`config.mk`:
```
export PLATFORM = sky130hd
export DESIGN_NAME = ip2_scanchain_reg_flat
export DESIGN_NICKNAME = d
export VERILOG_FILES = /design/src/rtl/cms_pix28_package.sv /design/src/rtl/ip2_scanchain_reg_if.sv /design/src/rtl/ip2_scanchain_reg.sv /design/src/flat_wrapper.sv
export SDC_FILE = /design/constraint.sdc
export NUM_CORES = 2
export LEC_CHECK = 0
export CORE_MARGIN = 2
export CORE_UTILIZATION = 60
export DETAILED_ROUTE_END_ITERATION = 12
export GPL_ROUTABILITY_DRIVEN = 0
export PLACE_DENSITY = 0.78
export SKIP_LAST_GASP = 1
export SYNTH_ARGS = -nofsm -noshare
export SYNTH_HDL_FRONTEND = slang
export SYNTH_SLANG_ARGS = --single-unit
```
`constraint.sdc`:
```
create_clock -name clk -period 3.7 [get_ports clk]
set_input_delay 0.74 -clock clk [delete_from_list [all_inputs] [get_ports clk]]
set_output_delay 0.74 -clock clk [all_outputs]
set_load 0.005 [all_outputs]
```
`src/rtl/cms_pix28_package.sv`:
```
// Shared constants for the IP2 scan-chain data register: chain geometry,
// counter sizing and the terminal-count clamp.
package cms_pix28_package;

  localparam int SCAN_LEN         = 768;
  localparam int WORD_W           = 32;
  localparam int NWORDS           = SCAN_LEN / WORD_W;
  localparam int CNT_W            = 11;
  localparam int AW               = 5;
  localparam int IP2_TEST_LEN_MAX = 2 * SCAN_LEN;

  localparam logic [CNT_W-1:0] TEST_LEN_MAX_C = CNT_W'(IP2_TEST_LEN_MAX);
  localparam logic [AW-1:0]    NWORDS_A       = AW'(NWORDS);

  // A zero-length test is promoted to one shift; longer requests saturate.
  function automatic logic [CNT_W-1:0] clamp_cnt_max(input logic [CNT_W-1:0] v);
    if (v == '0)            return CNT_W'(1);
    if (v > TEST_LEN_MAX_C) return TEST_LEN_MAX_C;
    return v;
  endfunction

endpackage

```
`src/rtl/ip2_scanchain_reg_if.sv`:
```
// Firmware / sequencer / ASIC-side signal bundle of the scan-chain register.
interface ip2_scanchain_reg_if;
  import cms_pix28_package::*;

  logic              enable;
  logic              cfg_wr_en;
  logic [AW-1:0]     cfg_wr_addr;
  logic [WORD_W-1:0] cfg_wr_data;
  logic [CNT_W-1:0]  cfg_shift_cnt_max;
  logic [AW-1:0]     rd_addr;
  logic [WORD_W-1:0] rd_data;
  logic              scanchain_reg_load;
  logic              scanchain_reg_shift;
  logic              scan_out;
  logic              scanchain_reg_bit0;
  logic [CNT_W-1:0]  scanchain_reg_shift_cnt;
  logic [CNT_W-1:0]  scanchain_reg_shift_cnt_max;
  logic              overrun;

  modport master (
    output enable, cfg_wr_en, cfg_wr_addr, cfg_wr_data, cfg_shift_cnt_max,
           rd_addr, scanchain_reg_load, scanchain_reg_shift, scan_out,
    input  rd_data, scanchain_reg_bit0, scanchain_reg_shift_cnt,
           scanchain_reg_shift_cnt_max, overrun
  );

  modport slave (
    input  enable, cfg_wr_en, cfg_wr_addr, cfg_wr_data, cfg_shift_cnt_max,
           rd_addr, scanchain_reg_load, scanchain_reg_shift, scan_out,
    output rd_data, scanchain_reg_bit0, scanchain_reg_shift_cnt,
           scanchain_reg_shift_cnt_max, overrun
  );

endinterface

```
`src/rtl/ip2_scanchain_reg.sv`:
```
// Scan-chain data register: shadow pattern memory, right-shifting pattern
// image with serial bit 0, scan_out capture image and shift counter.
module ip2_scanchain_reg
  import cms_pix28_package::*;
(
  input  logic              clk,
  input  logic              reset_not,
  ip2_scanchain_reg_if.slave bus
);

  logic [NWORDS-1:0][WORD_W-1:0] shadow;
  logic [SCAN_LEN-1:0]           shift_img;
  logic [NWORDS-1:0][WORD_W-1:0] cap_img;
  logic [CNT_W-1:0]              cnt, cnt_max;
  logic                          ovr;
  logic [WORD_W-1:0]             rd_q;

  logic do_load, shift_req, do_shift, do_ovr;

  assign do_load   = bus.enable & bus.scanchain_reg_load;
  assign shift_req = bus.enable & bus.scanchain_reg_shift & ~bus.scanchain_reg_load;
  assign do_shift  = shift_req & (cnt < cnt_max);
  assign do_ovr    = shift_req & (cnt == cnt_max);

  // Firmware may rewrite the shadow at any time; only the next load sees it.
  always_ff @(posedge clk or negedge reset_not) begin
    if (!reset_not)
      shadow <= '0;
    else if (bus.cfg_wr_en && (bus.cfg_wr_addr < NWORDS_A))
      shadow[bus.cfg_wr_addr] <= bus.cfg_wr_data;
  end

  always_ff @(posedge clk or negedge reset_not) begin
    if (!reset_not) begin
      shift_img <= '0;
      cap_img   <= '0;
      cnt       <= '0;
      cnt_max   <= TEST_LEN_MAX_C;
      ovr       <= 1'b0;
    end else if (do_load) begin
      shift_img <= shadow;
      cap_img   <= '0;
      cnt       <= '0;
      cnt_max   <= clamp_cnt_max(bus.cfg_shift_cnt_max);
      ovr       <= 1'b0;
    end else if (do_shift) begin
      // Past SCAN_LEN shifts the image is all zeros and the capture keeps
      // only the most recent SCAN_LEN scan_out bits.
      shift_img <= {1'b0, shift_img[SCAN_LEN-1:1]};
      cap_img   <= {bus.scan_out, cap_img[NWORDS-1:0] } >> 1;
      cnt       <= cnt + CNT_W'(1);
    end else if (do_ovr) begin
      ovr       <= 1'b1;
    end
  end

  always_ff @(posedge clk or negedge reset_not) begin
    if (!reset_not)
      rd_q <= '0;
    else if (bus.rd_addr < NWORDS_A)
      rd_q <= cap_img[bus.rd_addr];
    else
      rd_q <= '0;
  end

  assign bus.scanchain_reg_bit0          = shift_img[0];
  assign bus.scanchain_reg_shift_cnt     = cnt;
  assign bus.scanchain_reg_shift_cnt_max = cnt_max;
  assign bus.overrun                     = ovr;
  assign bus.rd_data                     = rd_q;

endmodule

```
`src/flat_wrapper.sv`:
```
// flat-port wrapper written by rule: the top's interface ports become plain ports
module ip2_scanchain_reg_flat import cms_pix28_package::*;
  (clk, reset_not, bus_enable, bus_cfg_wr_en, bus_cfg_wr_addr, bus_cfg_wr_data, bus_cfg_shift_cnt_max, bus_rd_addr, bus_scanchain_reg_load, bus_scanchain_reg_shift, bus_scan_out, bus_rd_data, bus_scanchain_reg_bit0, bus_scanchain_reg_shift_cnt, bus_scanchain_reg_shift_cnt_max, bus_overrun);
  ip2_scanchain_reg_if bus_i ();
  input  logic clk;
  input  logic reset_not;
  input wire logic [$bits(bus_i.enable)-1:0] bus_enable;
  input wire logic [$bits(bus_i.cfg_wr_en)-1:0] bus_cfg_wr_en;
  input wire logic [$bits(bus_i.cfg_wr_addr)-1:0] bus_cfg_wr_addr;
  input wire logic [$bits(bus_i.cfg_wr_data)-1:0] bus_cfg_wr_data;
  input wire logic [$bits(bus_i.cfg_shift_cnt_max)-1:0] bus_cfg_shift_cnt_max;
  input wire logic [$bits(bus_i.rd_addr)-1:0] bus_rd_addr;
  input wire logic [$bits(bus_i.scanchain_reg_load)-1:0] bus_scanchain_reg_load;
  input wire logic [$bits(bus_i.scanchain_reg_shift)-1:0] bus_scanchain_reg_shift;
  input wire logic [$bits(bus_i.scan_out)-1:0] bus_scan_out;
  output wire logic [$bits(bus_i.rd_data)-1:0] bus_rd_data;
  output wire logic [$bits(bus_i.scanchain_reg_bit0)-1:0] bus_scanchain_reg_bit0;
  output wire logic [$bits(bus_i.scanchain_reg_shift_cnt)-1:0] bus_scanchain_reg_shift_cnt;
  output wire logic [$bits(bus_i.scanchain_reg_shift_cnt_max)-1:0] bus_scanchain_reg_shift_cnt_max;
  output wire logic [$bits(bus_i.overrun)-1:0] bus_overrun;
  assign bus_i.enable = bus_enable;
  assign bus_i.cfg_wr_en = bus_cfg_wr_en;
  assign bus_i.cfg_wr_addr = bus_cfg_wr_addr;
  assign bus_i.cfg_wr_data = bus_cfg_wr_data;
  assign bus_i.cfg_shift_cnt_max = bus_cfg_shift_cnt_max;
  assign bus_i.rd_addr = bus_rd_addr;
  assign bus_i.scanchain_reg_load = bus_scanchain_reg_load;
  assign bus_i.scanchain_reg_shift = bus_scanchain_reg_shift;
  assign bus_i.scan_out = bus_scan_out;
  assign bus_rd_data = bus_i.rd_data;
  assign bus_scanchain_reg_bit0 = bus_i.scanchain_reg_bit0;
  assign bus_scanchain_reg_shift_cnt = bus_i.scanchain_reg_shift_cnt;
  assign bus_scanchain_reg_shift_cnt_max = bus_i.scanchain_reg_shift_cnt_max;
  assign bus_overrun = bus_i.overrun;
  ip2_scanchain_reg u_core (.clk(clk), .reset_not(reset_not), .bus(bus_i));
endmodule
```
; Yosys cells after proc, flatten, opt, wreduce, memory -nomap -nowiden
; Index checks and enable logic that the tools add are counted.
[op_classes]
addsub = 1
multipliers = 0
div = 0
n_lt_le_gt_ge = 7
n_eq_ne = 2
n_shift = 0
muxes = 24
n_bitwise = 6
n_reduce_logical = 6
[op_table]
columns = op, n
row1 = 768-bit two-way mux, 4
row2 = 768-bit bitwise mux, 1
row3 = 32-bit binary-select mux with 5-bit select, 1
row4 = 32-bit demux with 5-bit select, 1
row5 = 32-bit two-way mux, 3
row6 = 11-bit two-way mux, 6
row7 = "5-bit by 6-bit < comparator with 1-bit output, second input constant", 2
row8 = "11-bit by 1-bit adder with 11-bit output, second input constant", 1
row9 = 11-bit == test, 1
row10 = "11-bit > comparator, second input constant", 1
row11 = 11-bit logical NOT, 1
row12 = 11-bit < comparator, 1
row13 = "5-bit < comparator, second input constant", 2
row14 = 1-bit two-way mux, 8
row15 = 1-bit AND, 5
row16 = "5-bit by 1-bit greater-or-equal comparator with 1-bit output, second input constant", 1
row17 = 2-bit nonzero test, 2
row18 = 1-bit logical AND, 2
row19 = "2-bit by 1-bit inequality test with 1-bit output, second input constant", 1
row20 = 2-bit AND reduction, 1
row21 = 1-bit inverter, 1
[totals]
register_bits = 2359
latchBits = 0
mem_bits_rw = 0
romBits = 0
output_inout_bits = 56
wordCells = 99
memories = 0

; Logic depth before layout (Yosys ltp)
[depth]
word_depth = 7
depth_mapped = 11
depth_no_buf = 7

; Worst setup path before layout
; No wires, ideal clock.
[synth_timing]
kind = input-to-reg
from = input bus_rd_addr[0]
to = register u_core.rd_q[10] (netlist: u_core.bus.rd_data[10])
setup_ns = 0.142
t_arrival_ns = 2.343
required_ns = 3.558
path_slack_ns = 1.214
path_stages = 6
path_buffers = 2
path_cell_list = clkbuf_1 buf_1 mux4_2 mux2_2 nand2_1 o221ai_1
[synth_via]
elab_chain_len = 3
word_cells_on_any_way = 4
classes_between = order compare (1) / mux (3)
[synth_rtl]
columns = element, line_no
row1 = from (decl), flat_wrapper.sv:12  ; input wire logic [$bits(bus_i.rd_addr)-1:0] bus_rd_addr;
row2 = 32-bit binary-select mux with 5-bit select, ip2_scanchain_reg.sv:61  ; rd_q <= cap_img[bus.rd_addr];
row3 = 32-bit two-way mux (not written as such), ip2_scanchain_reg.sv:61
row4 = 32-bit two-way mux *, ip2_scanchain_reg.sv:60  ; else if (bus.rd_addr < NWORDS_A)
row5 = to (signal assigned), ip2_scanchain_reg.sv:61
row6 = to (decl), ip2_scanchain_reg.sv:16  ; logic [WORD_W-1:0] rd_q;
; Every way passes the cells marked *; elsewhere a longest branch is shown, timed or not. The select of a mux whose other input is x is not followed.
; A chain may end at the register's enable or synchronous reset.

; Final worst setup path
[layout_timing]
from = register u_core.cnt_max[10] (netlist: u_core.bus.scanchain_reg_shift_cnt_max[10])
to = register u_core.cap_img[738] (netlist bit)
[layout_via]
elab_chain_len = 3
[layout_rtl]
columns = element, line_no
row1 = from (decl), ip2_scanchain_reg.sv:14  ; logic [CNT_W-1:0] cnt, cnt_max;
row2 = from (signal assigned), ip2_scanchain_reg.sv:44  ; cnt_max <= clamp_cnt_max(bus.cfg_shift_cnt_max);
row3 = 11-bit < comparator, ip2_scanchain_reg.sv:22  ; assign do_shift = shift_req & (cnt < cnt_max);
row4 = 1-bit AND, ip2_scanchain_reg.sv:22
row5 = 2-bit nonzero test (no line), -
row6 = to (signal assigned), ip2_scanchain_reg.sv:50  ; cap_img <= {bus.scan_out, cap_img[NWORDS-1:0] } >> 1;
row7 = to (decl), ip2_scanchain_reg.sv:13  ; logic [NWORDS-1:0][WORD_W-1:0] cap_img;
; No other way between the ends.

==> flow_summary.json <==
{
  "clock_skew_ns": 0.0283,
  "worstMarginPinSlew_ns": 1.19,
  "slew_headroom": 0.205,
  "status": "finished, final reports clean",
  "period_needed_ns": 3.29,
  "cp_slowest_stage_delay_ns": 0.62,
  "start_util": 0.604,
  "root_buffer": "clkbuf_16",
  "path_buf_inv": 3,
  "finish.utilization": 0.678,
  "drc": 0,
  "power_frac_seq": 0.506,
  "wl_mm": 254,
  "wl_per_cell_um": 21.1,
  "cp_common_cell": "buf_12",
  "cp-startpoint": "u_core.bus.scanchain_reg_shift_cnt_max[10]",
  "cpLargestDelayFamily": "compound AO/OA/AOI/OAI gates",
  "cts_tree": "yes",
  "maxCapViolCount": 0,
  "switching_share": 0.253,
  "synth.top_cells.by_area": "dfrtp_1 58%, nand2_1 12%, nand3_1 11%, mux2_2 7.2%, mux4_2 4.3%",
  "synthDistinctLibCells": 47,
  "syn2layout_area_growth_pct": 12.3,
  "cts_sinks": 2359,
  "synth_largest_area_cell": "dfrtp_1",
  "ys_ff_latch": 2359,
  "grt_pass1_vias": 76000,
  "hold_violations": 0,
  "cp-endpoint": "u_core.cap_img[738]",
  "r2r-end": "u_core.cap_img[738]",
  "fin_crit_sh": 0.889,
  "insertion_delay_ns": 0.88,
  "grt_start_max_net_pins": 168,
  "crit_fanout": 86,
  "gr-total-overflow": 0,
  "startpoint_type": "register",
  "antenna_found_initial": 9,
  "worst_ep_arrival_time_ns": 4.06,
  "cellPowerDensity_nw_per_um2": 543,
  "fp.dieH_um": 414,
  "fmax_mhz": 304,
  "port_buffers": 115,
  "holdWs_ns": 0.424,
  "rr_startpoint": "u_core.bus.scanchain_reg_shift_cnt_max[10]",
  "power_frac_comb": 0.098,
  "grt_pass1_wl_mm": 412,
  "crit_chain": "inv_1 > ha_1 > nand4_1 > a211oi_1 > a2111o_2 > buf_12 > buf_12 > nand2_1 > a21oi_1",
  "place_hpwl_mm": 154,
  "io_pins": 116,
  "synth.top_cell.area_share": 0.584,
  "layout_setup_ws_ns": 0.412,
  "drt-initial-drc-count": 8248,
  "clock_path_buffers": 3,
  "post_cts_buffers": 0,
  "rrSetupSlack_ns": 0.41,
  "synthFlopType": "dfrtp_1",
  "worstSetupEndpointType": "register",
  "rsz0062_at_grt": "no",
  "place_inst": 11600,
  "hp-class": "in -> async",
  "dieArea_um2": 172000,
  "row_count": 150,
  "syn_avg_cell_area_um2": 10.3,
  "numCtsBuffers": 225,
  "synth_fp_nets": 9891,
  "crit_required_ns": 4.47,
  "criticalPathCategory": "reg -> reg",
  "power.switching_uw": 15600,
  "slew_violations": 0,
  "max-vdd-ir-drop_mv": 0.499,
  "htreeDepth": 4,
  "worstRegToRegCells": 9,
  "vias_per_cell": 6.21,
  "fillCellCount": 11700,
  "tns_ns": 0,
  "pre_cts_ws_ns": 0.270,
  "core_region_area_um2": 167000,
  "synth_area_um2": 101000,
  "setup_viol": 0,
  "seq_area_frac_synth": 0.584,
  "layoutNonFillerInstCount": 12100,
  "ant_nets": 0,
  "cp_slowest_cell": "a2111o_2",
  "grt_use_total": 0.296,
  "clk_pin_slew_ns": 0.07,
  "vias": 74900,
  "layout.nets": 9742,
  "ys_async_sr_fraction": 1.00,
  "netlist_instances": 9819,
  "die_w_um": 414,
  "first_pass_iters": 6,
  "drive_above_1_share": 0.160,
  "p_int_uw": 46000,
  "ys_warn_count": 0,
  "crit_cells": 9,
  "p_clk_frac": 0.396,
  "synth_edf_count": 0,
  "p_leak_uw": 0.0563
}
## cell families (layout without fill, tap and decap cells)
family	count (synthesis)	in the layout	share of synthesized area
AND/OR/NAND/NOR	5429	5429	0.231
flip-flops	2359	2359	0.584
multiplexers	1059	1059	0.139
buffers and inverters	823	866	0.0360
AO/OA/AOI/OAI	137	137	0.00870
adder cells (fa/ha/maj)	12	12	0.00149
other	0	2	0
## flip-flops by register name, indices dropped and copies added (netlist names)
signal / cells
u_core.cap_img: 768
u_core.bus.rd_data: 32
u_core.bus.scanchain_reg_shift_cnt_max: 11
u_core.bus.scanchain_reg_shift_cnt: 11
u_core.bus.overrun: 1
u_core.shadow: 768
u_core.shift_img: 768
## synth_stat cells, types with 3 or more instances
cell	count
o21ai_0	6
or4_1	3
inv_1	13
nor4_1	3
nand3b_1	3
a21oi_1	70
nand4_1	5
clkbuf_1	257
dfrtp_1	2357
buf_4	3
a31oi_1	9
ha_1	12
buf_1	174
nor2b_1	6
buf_6	10
mux2_2	647
nand2_1	3136
nand3_1	2237
a22o_1	7
nor3b_1	3
or3_1	3
mux4_2	192
o221ai_1	32
nor2_1	15
mux2i_1	66
buf_2	366
o31ai_1	3
mux2_1	154
## worst register-to-register path, stage by stage, from the launching register on
cell,delay [ns]
dfstp_2,0.53
inv_1,0.05
ha_1,0.30
nand4_1,0.15
a211oi_1,0.47
a2111o_2,0.62
buf_12,0.35
buf_12,0.43
nand2_1,0.12
a21oi_1,0.17
## repair_timing
action | 4_1_cts | 5_1_grt
setup endpoints to repair | 0 | 0
endpoints found under the hold margin | 16 | 0
hold buffers | 1 | 0
resized for setup | 0 | 0
## worst min path at each step
stage	start	to	slack [ns]	depth (start not counted)
2_1_floorplan	reset_not	u_core.bus.overrun	0.44	0
3_3_place_gp	u_core.shift_img[331]	u_core.shift_img[330]	0.46	2
3_5_place_dp	u_core.shift_img[265]	u_core.shift_img[264]	0.46	2
4_1_cts	bus_rd_addr[4]	u_core.bus.rd_data[3]	0.39	3
5_1_grt	bus_rd_addr[4]	u_core.bus.rd_data[3]	0.42	3
6_report	reset_not	u_core.cap_img[107]	0.42	2
## routing by layer
metal  wire, µm  global-route usage  vias up
met1     101000               0.393    38700
met2     129000               0.499     2823
met4       9110               0.110        8
li1           -                   -    32800
met3      15800              0.0442      619
met5         43                   0        -
## area by class of cell
| cell class | count | area [µm²] | area share |
|---|---|---|---|
| clock inverter | 74 | 1010 | 0.00894 |
| sequential | 2359 | 59000 | 0.521 |
| inverter | 13 | 48.8 | 0.000430 |
| timing repair buffer | 434 | 5130 | 0.0452 |
| antenna | 2 | 5.00 | 0.0000441 |
| multi-input combinational | 6637 | 38400 | 0.339 |
| clock buffer | 345 | 6960 | 0.0614 |
| tap | 2204 | 2760 | 0.0243 |
## stage by stage
step | power, µW | area [µm²]
2_1_floorplan | 35000 | 101000
3_3_place_gp | 37100 | 105000
3_5_place_dp | 37600 | 105000
4_1_cts | 61800 | 113000
5_1_grt | 63800 | 113000
6_report | 61600 | 113000
## layout by cell type (no fill, tap or decap), types with 18 or more instances in the layout
master	count
dfrtp_1	2357
mux4_2	192
clkdlybuf4s50_1	109
nand2_2	18
mux2_2	647
a21oi_1	70
bufinv_16	18
mux2i_1	66
clkbuf_16	230
nand2_1	3117
buf_12	125
mux2_1	154
o221ai_1	32
nand3_1	2237
clkinv_2	41
clkbuf_1	38
clkbuf_8	78
buf_4	194
## power groups by stage
stage	logic, µW	clock network [µW]	registers (µW)
2_1_floorplan	4150	0	30800
3_3_place_gp	5750	0	31300
3_5_place_dp	6060	0	31500
4_1_cts	6120	24600	31100
5_1_grt	6770	25600	31500
6_report	6060	24400	31200
(Power assumes the default switching activity.)
